==> config.mk <==
export PLATFORM = sky130hd
export DESIGN_NAME = pn_priority_ctrl
export DESIGN_NICKNAME = d
export VERILOG_FILES = /design/src/rtl/pn_priority_ctrl.sv
export SDC_FILE = /design/constraint.sdc
export NUM_CORES = 1
export LEC_CHECK = 0
export ABC_AREA = 1
export ABC_CLOCK_PERIOD_IN_PS = 2020
export CAP_MARGIN = 0
export CELL_PAD_IN_SITES_DETAIL_PLACEMENT = 1
export CELL_PAD_IN_SITES_GLOBAL_PLACEMENT = 2
export CORE_ASPECT_RATIO = 0.7
export CORE_MARGIN = 10
export CORE_UTILIZATION = 33
export DETAILED_ROUTE_END_ITERATION = 12
export PLACE_DENSITY_LB_ADDON = 0.1
export SLEW_MARGIN = 10
export SYNTH_ARGS = -nofsm -noshare
export SYNTH_HDL_FRONTEND = slang
export SYNTH_SLANG_ARGS = --single-unit
==> constraint.sdc <==
create_clock -name clk -period 2.02 [get_ports clk]
set_input_delay 0.606 -clock clk [delete_from_list [all_inputs] [get_ports clk]]
set_output_delay 0.606 -clock clk [all_outputs]
set_load 0.005 [all_outputs]
==> src/rtl/pn_priority_ctrl.sv <==
// Priority sequencer for the 2-stage, 4-port deflection network: golden-packet
// epoch rotation, LFSR tie-break bits and round-robin silver port selection.
module pn_priority_ctrl #(
   parameter int          NUM_NODES = 16,
   parameter int          NUM_MSHR  = 8,
   parameter int          EPOCH_LEN = 64,
   parameter logic [15:0] LFSR_SEED = 16'hACE1,
   localparam int         RID_W     = (NUM_NODES > 1) ? $clog2(NUM_NODES) : 1,
   localparam int         MID_W     = (NUM_MSHR > 1) ? $clog2(NUM_MSHR) : 1,
   localparam int         CNT_W     = $clog2(EPOCH_LEN)
) (
   input  logic             clk,
   input  logic             reset,
   input  logic             en,
   input  logic [3:0]       in_vld,
   output logic [RID_W-1:0] golden_req_id,
   output logic [MID_W-1:0] golden_mshr_id,
   output logic             epoch_start,
   output logic [1:0]       rand_num,
   output logic             silver_vld,
   output logic [1:0]       silver_sel
);

   logic [CNT_W-1:0] r_epoch_cnt;
   logic [15:0]      r_lfsr;
   logic [1:0]       r_rr_ptr;

   logic [15:0]      w_lfsr_next;
   logic [1:0]       w_sel;
   logic             w_epoch_end;
   logic             w_mshr_last;
   logic             w_req_last;

   assign w_epoch_end = (r_epoch_cnt == CNT_W'(EPOCH_LEN - 1));
   assign w_mshr_last = (golden_mshr_id == MID_W'(NUM_MSHR - 1));
   assign w_req_last  = (golden_req_id == RID_W'(NUM_NODES - 1));

   always_comb begin
      w_lfsr_next = {1'b0, r_lfsr[15:1]} ^ (r_lfsr[0] ? 16'hB400 : 16'h0000);
   end

   // Walk from the farthest offset down so the port nearest r_rr_ptr wins.
   always_comb begin
      w_sel = r_rr_ptr;
      for (int k = 3; k >= 0; k--) begin
         if (in_vld[r_rr_ptr + 2'(k)]) begin
            w_sel = r_rr_ptr + 2'(k);
         end
      end
   end

   // silver_vld qualifies silver_sel for the cycle it is high; there is no
   // back-pressure, the tagging stage consumes a grant in the cycle it appears.
   always_ff @(posedge clk) begin
      if (reset) begin
         r_epoch_cnt    <= '0;
         golden_req_id  <= '0;
         golden_mshr_id <= '0;
         epoch_start    <= 1'b0;
         r_lfsr         <= LFSR_SEED;
         rand_num       <= LFSR_SEED[1:0];
         r_rr_ptr       <= 2'd0;
         silver_vld     <= 1'b0;
         silver_sel     <= 2'd0;
      end else if (en) begin
         r_lfsr   <= w_lfsr_next;
         rand_num <= w_lfsr_next[1:0];

         if (w_epoch_end) begin
            r_epoch_cnt <= '0;
            epoch_start <= 1'b1;
            if (w_mshr_last) begin
               golden_mshr_id <= '0;
               golden_req_id  <= w_req_last ? '0 : golden_req_id + 1'b1;
            end else begin
               golden_mshr_id <= golden_mshr_id + 1'b1;
            end
         end else begin
            r_epoch_cnt <= r_epoch_cnt + 1'b1;
            epoch_start <= 1'b0;
         end

         if (|in_vld) begin
            silver_vld <= 1'b1;
            silver_sel <= w_sel;
            r_rr_ptr   <= w_sel + 2'd1;
         end else begin
            silver_vld <= 1'b0;
         end
      end
   end

endmodule

# [Yosys cells after proc, flatten, opt, wreduce, memory -nomap -nowiden]
# Index checks and enable logic that the tools add are counted.
[totals] regBits=37 in_bits=7 output_inout_bits=13
[op_classes] n_addsub=7 n_lt_le_gt_ge=4 n_eq_ne=3 muxes=18 bitwise_logic=1 reduce_logical=4
[ops] op="two-way mux 16 bit" n=1
[ops] op="bitwise XOR 15 x 16 -> 16 bit" n=1
[ops] op="< comparator 2 x 3 -> 1 bit, second input constant" n=4
[ops] op="binary-select mux 1 bit (select 2 bit)" n=4
[ops] op="two-way mux 2 bit" n=4
[ops] op="adder 6 x 1 -> 6 bit, second input constant" n=1
[ops] op="equality test 6 bit, second input constant" n=1
[ops] op="two-way mux 1 bit" n=6
[ops] op="two-way mux 6 bit" n=1
[ops] op="adder 2 x 1 -> 2 bit, second input constant" n=2
[ops] op="adder 2 bit, second input constant" n=2
[ops] op="adder 4 x 1 -> 4 bit, second input constant" n=1
[ops] op="equality test 4 bit, second input constant" n=1
[ops] op="two-way mux 4 bit" n=1
[ops] op="AND reduction 2 bit" n=2
[ops] op="OR reduction 4 bit" n=1
[ops] op="adder 3 x 1 -> 3 bit, second input constant" n=1
[ops] op="equality test 3 bit, second input constant" n=1
[ops] op="two-way mux 3 bit" n=1
[ops] op="AND reduction 3 bit" n=1

# [Depth between registers and ports, before layout]
[depth] ltp_word=8 ltp_mapped=14 ltp_nobuf=13

# [Worst setup path after synthesis]
# OpenSTA, ideal clock, no wires.
[synth_path] path_kind="input -> register" from="input en" to="register r_rr_ptr[1]" arrival_ps=1397 required_time_ps=1898 slack_ps=501 cell_stages=6 path_cell_list="buf_4 > inv_1 > a41oi_1 > nand3_1 > nand2_1 > a21oi_2"
[synth_via] elab_chain_len=1
[synth_rtl] element="start: declaration" line_no="14" text="input logic en,"
[synth_rtl] element="AND reduction 2 bit (no source line)"
[synth_rtl] element="end signal: assignment" line_no="86" text="r_rr_ptr <= w_sel + 2'd1;"
[synth_rtl] element="end: declaration" line_no="26" text="logic [1:0] r_rr_ptr;"
# Every way passes these cells.
# A chain may end at the register's enable or synchronous reset.

# [Worst setup path after layout]
[layout_path] from="input in_vld[2]" to="register r_rr_ptr[1]"
[layout_via] elab_chain_len=7
[layout_rtl] element="start: declaration" line_no="15" text="input logic [3:0] in_vld,"
[layout_rtl] element="binary-select mux 1 bit (select 2 bit)" line_no="46" text="if (in_vld[r_rr_ptr + 2'(k)]) begin"
[layout_rtl] element="two-way mux 1 bit (not written as such)" line_no="46"
[layout_rtl] element="two-way mux 2 bit (4 in a row)" line_no="46"
[layout_rtl] element="adder 2 x 1 -> 2 bit" line_no="86"
# Parallel ways exist; a longest one is shown, timed or not. The select of a mux whose other input is x is not followed.

==> results.txt <==
----------------------------------------------------
[STA]
  Highest attainable clock frequency ... between 500 and 600 MHz
  Final hold vios ... 0
  Max-slew violation count ... 0
  Hold WS ... 468 ps
  Final setup fails ... 0
  TNS Setup ... 0 ps
  Unrepaired setup endpoints after global routing ... false
  Slew @ Worst Pin ... 471 ps
  Worst slew margin relative to its limit ... 68.6%
  Final critical path time including I/O delays and setup ... about 1900 ps
  Final worst path period share ... slightly above 90%
  Final setup skew ... 7.39 ps

[Run status]
  Outcome ... complete, no violations

[Layout]
  Post-layout nets ... 257
  Share of final-layout standard cells stronger than drive strength 1 ... 10.1%
  Post-layout util ... 41.1%
  Area overhead of the layout relative to synthesis ... 21.5%
  Combined area of the multi-input logic cells ... 757 sq um
  Fill cell count ... 604
  Highest-count cells in the layout ignoring fill and taps ... 51 x sky130_fd_sc_hd__nand2_1, 34 x sky130_fd_sc_hd__dfxtp_1, 31 x sky130_fd_sc_hd__nor2_1
  Number of diodes ... 0
  Most common library cell in the layout ignoring fill and taps ... sky130_fd_sc_hd__nand2_1
  Area taken by flip-flops and latches ... roughly 700 sq um

[Synth]
  Warnings, synthesis ... 0
  Area share of the leading cell type in the synthesized netlist ... 43.8%
  Synthesized cell area ... 1600 sq um
  Number of synthesized register bits ... 35
  Largest cells by area after synthesis ... sky130_fd_sc_hd__dfxtp_1 44%, sky130_fd_sc_hd__nand2_1 12%, sky130_fd_sc_hd__nor2_1 7.3%
  Largest area contributor in the netlist ... sky130_fd_sc_hd__dfxtp_1
  Post-Syn Nets ... 234
  Cell count after synthesis ... between 200 and 250
  Syn avg cell area ... 7.18 sq um
  Sequential-to-total area share from yosys stat ... 43.8%
  Distinct cell type count after synthesis ... 26

[Placed design]
  Port buffer count ... 19
  DP HPWL ... 3.24 mm
  Routability cong. ... 0.740

[Global routing]
  Largest net degree at the start of global routing ... 22
  Remaining global-route overflow ... 0
  Initial antenna violation count ... 0
  Wire length of the first global-routing pass ... 7.40 mm
  Number of global-route vias before repair ... between 1500 and 2000
  Overall track demand over capacity in global routing ... 11.2%

[Critical path]
  Slowest library cell on the worst path ... sky130_fd_sc_hd__clkdlybuf4s50_1
  Endpoint class of the critical path ... register
  Maximum fanout along the worst path ... 2
  Critical path, cell by cell ... clkdlybuf4s50_1, inv_1, nand2_1, nand3_1, nand2_1, inv_1, nand2_1, nand2_2, nand2_1, nand2_1, nand2_2, nand3_1, a21oi_2
  CP bufs+invs ... 3
  Crit-path most repeated cell ... sky130_fd_sc_hd__nand2_1
  Class of the most critical setup path ... in -> reg
  Stage delay of the slowest cell on the critical path ... approximately 480 ps
  Cell class contributing the biggest share of worst-path delay ... simple AND/OR/NAND/NOR gates
  Arr. time, crit path ... approximately 2100 ps
  Req. time, crit path ... 2240 ps
  Startpoint kind of the worst setup timing path ... input port

[Clock tree]
  Max Buffers Root-to-Sink ... 2
  Clk pin slew, worst setup/hold paths ... roughly 80 ps
  Number of buffers created by CTS ... 5
  Clock tree from TritonCTS ... built
  Clock latency on the worst-skew pair ... 280 ps
  Max H-tree Level ... 2
  Total clock sinks ... 35
  Number of hold-repair buffers added at the cts stage ... 0
  Cell at the root of the clock tree ... sky130_fd_sc_hd__clkbuf_8

[Floorplanning]
  Floorplan core area ... between 4000 and 5000 sq um
  I/O pin count ... 20
  Die Footprint ... 8080 sq um
  Standard-cell rows ... 21
  Die extent in x ... 103 microns
  Starting density of the core ... 33.8%
  Height of the die ... between 70 and 80 microns

[Route]
  DRC ... 0
  Post-detailed-route wirelength per cell ... 13.9 microns
  First-pass iteration count of the detailed router ... 4
  Final wirelength ... 4.23 mm
  Drt via density ... 4.88
  Antenna-violating nets left ... 0
  Vias ... 1483
  DRC marker count from the first detailed-route iteration ... 31

[Worst hold path]
  Path class of the lowest-slack min-delay path ... reg -> reg

[Power and ir drop]
  Power per cell area ... 805 nW/um^2
  Maximum vdd ir drop ... 536 uV
  Leakage power summed over all cells ... roughly 0.84 nW

[Flow run]
  Number of maximum-capacitance violations ... 0

----------------------------------------------------
repair_timing:
| action | CTS | global route |
|---|---|---|
| gates resized for setup | 0 | 1 |
| setup buffers | 0 | 0 |
| endpoints found under the setup margin | 0 | 1 |
metrics by stage:
step / cell area (sq um) / setup slack (ps) / instances / power [mW]
global placement: 1860 / -26.8 / 296 / 1.05
floorplan: 1600 / 501 / 223 / 0.981
finish: 1940 / 157 / 304 / 1.56
global route: 1940 / 22.0 / 304 / 1.66
CTS: 1940 / 62.8 / 304 / 1.58
detailed placement: 1860 / -134 / 296 / 1.08
registers in the layout (all words and copies together), names as in the netlist:
register and flops:
epoch_start 1, golden_mshr_id 3, golden_req_id 4, r_epoch_cnt 6, r_lfsr 15, r_rr_ptr 2, rand_num 1, silver_sel 2
silver_vld 1
synth_stat cells, drive strengths merged:
cell type and count:
inv 21, a41oi 1, o211a 1, xor2 1, nand3 19, o211ai 1, a21oi 13, clkbuf 5
buf 5, nand2 56, nor2 31, ha 4, xnor2 1, nor3b 3, nand3b 1, nand4 1
o21ai 20, nor3 4, dfxtp 35
path summary, 6_finish.rpt:
path               start  slack (ps)          end  depth (start not counted)
max            in_vld[2]         160  r_rr_ptr[1]                         13
min            r_lfsr[6]         470    r_lfsr[6]                          2
max reg2reg  r_rr_ptr[0]         310  r_rr_ptr[1]                         12
min reg2reg    r_lfsr[6]         470    r_lfsr[6]                          2
layout make-up:
class                      instances  area share, %
multi-input combinational        157           38.9
timing repair buffer              26           12.5
sequential                        35           36.1
clock buffer                       6           3.73
tap                               57           3.67
clock inverter                     2          0.644
inverter                          21           4.44
worst register-to-register path, delay by kind of cell, from the launching register on:
family          cells  cell delay (ps)
simple gates        9              770
flops               1              620
compound gates      1              150
buf+inv             2              120
cell families (layout without fill, tap and decap cells):
logic type | count (synthesis) | in the layout | synth area share, %
AOI/OAI and AO/OA | 36 | 36 | 12.4
and+or+nand+nor | 115 | 115 | 30.6
DFF | 35 | 35 | 43.8
adders and majority gates | 4 | 4 | 3.13
xor gates and xnor gates | 2 | 2 | 1.09
buffers and inverters | 31 | 55 | 8.91
report_power, final:
group          switching, mW  internal, mW
sequential            0.0408         0.732
combinational          0.170         0.115
clock                  0.266         0.241
total                  0.477          1.09
layer usage:
| layer | global-route usage [%] | vias to the layer above | wire length, microns |
|---|---|---|---|
| met4 | 3.32 | 0 | 41 |
| met5 | 0 | - | 0 |
| met1 | 13.9 | 704 | 2000 |
| met2 | 18.4 | 13 | 2030 |
| met3 | 3.24 | 4 | 160 |
| li1 | - | 762 | - |
Power figures use the tool's default switching activity.
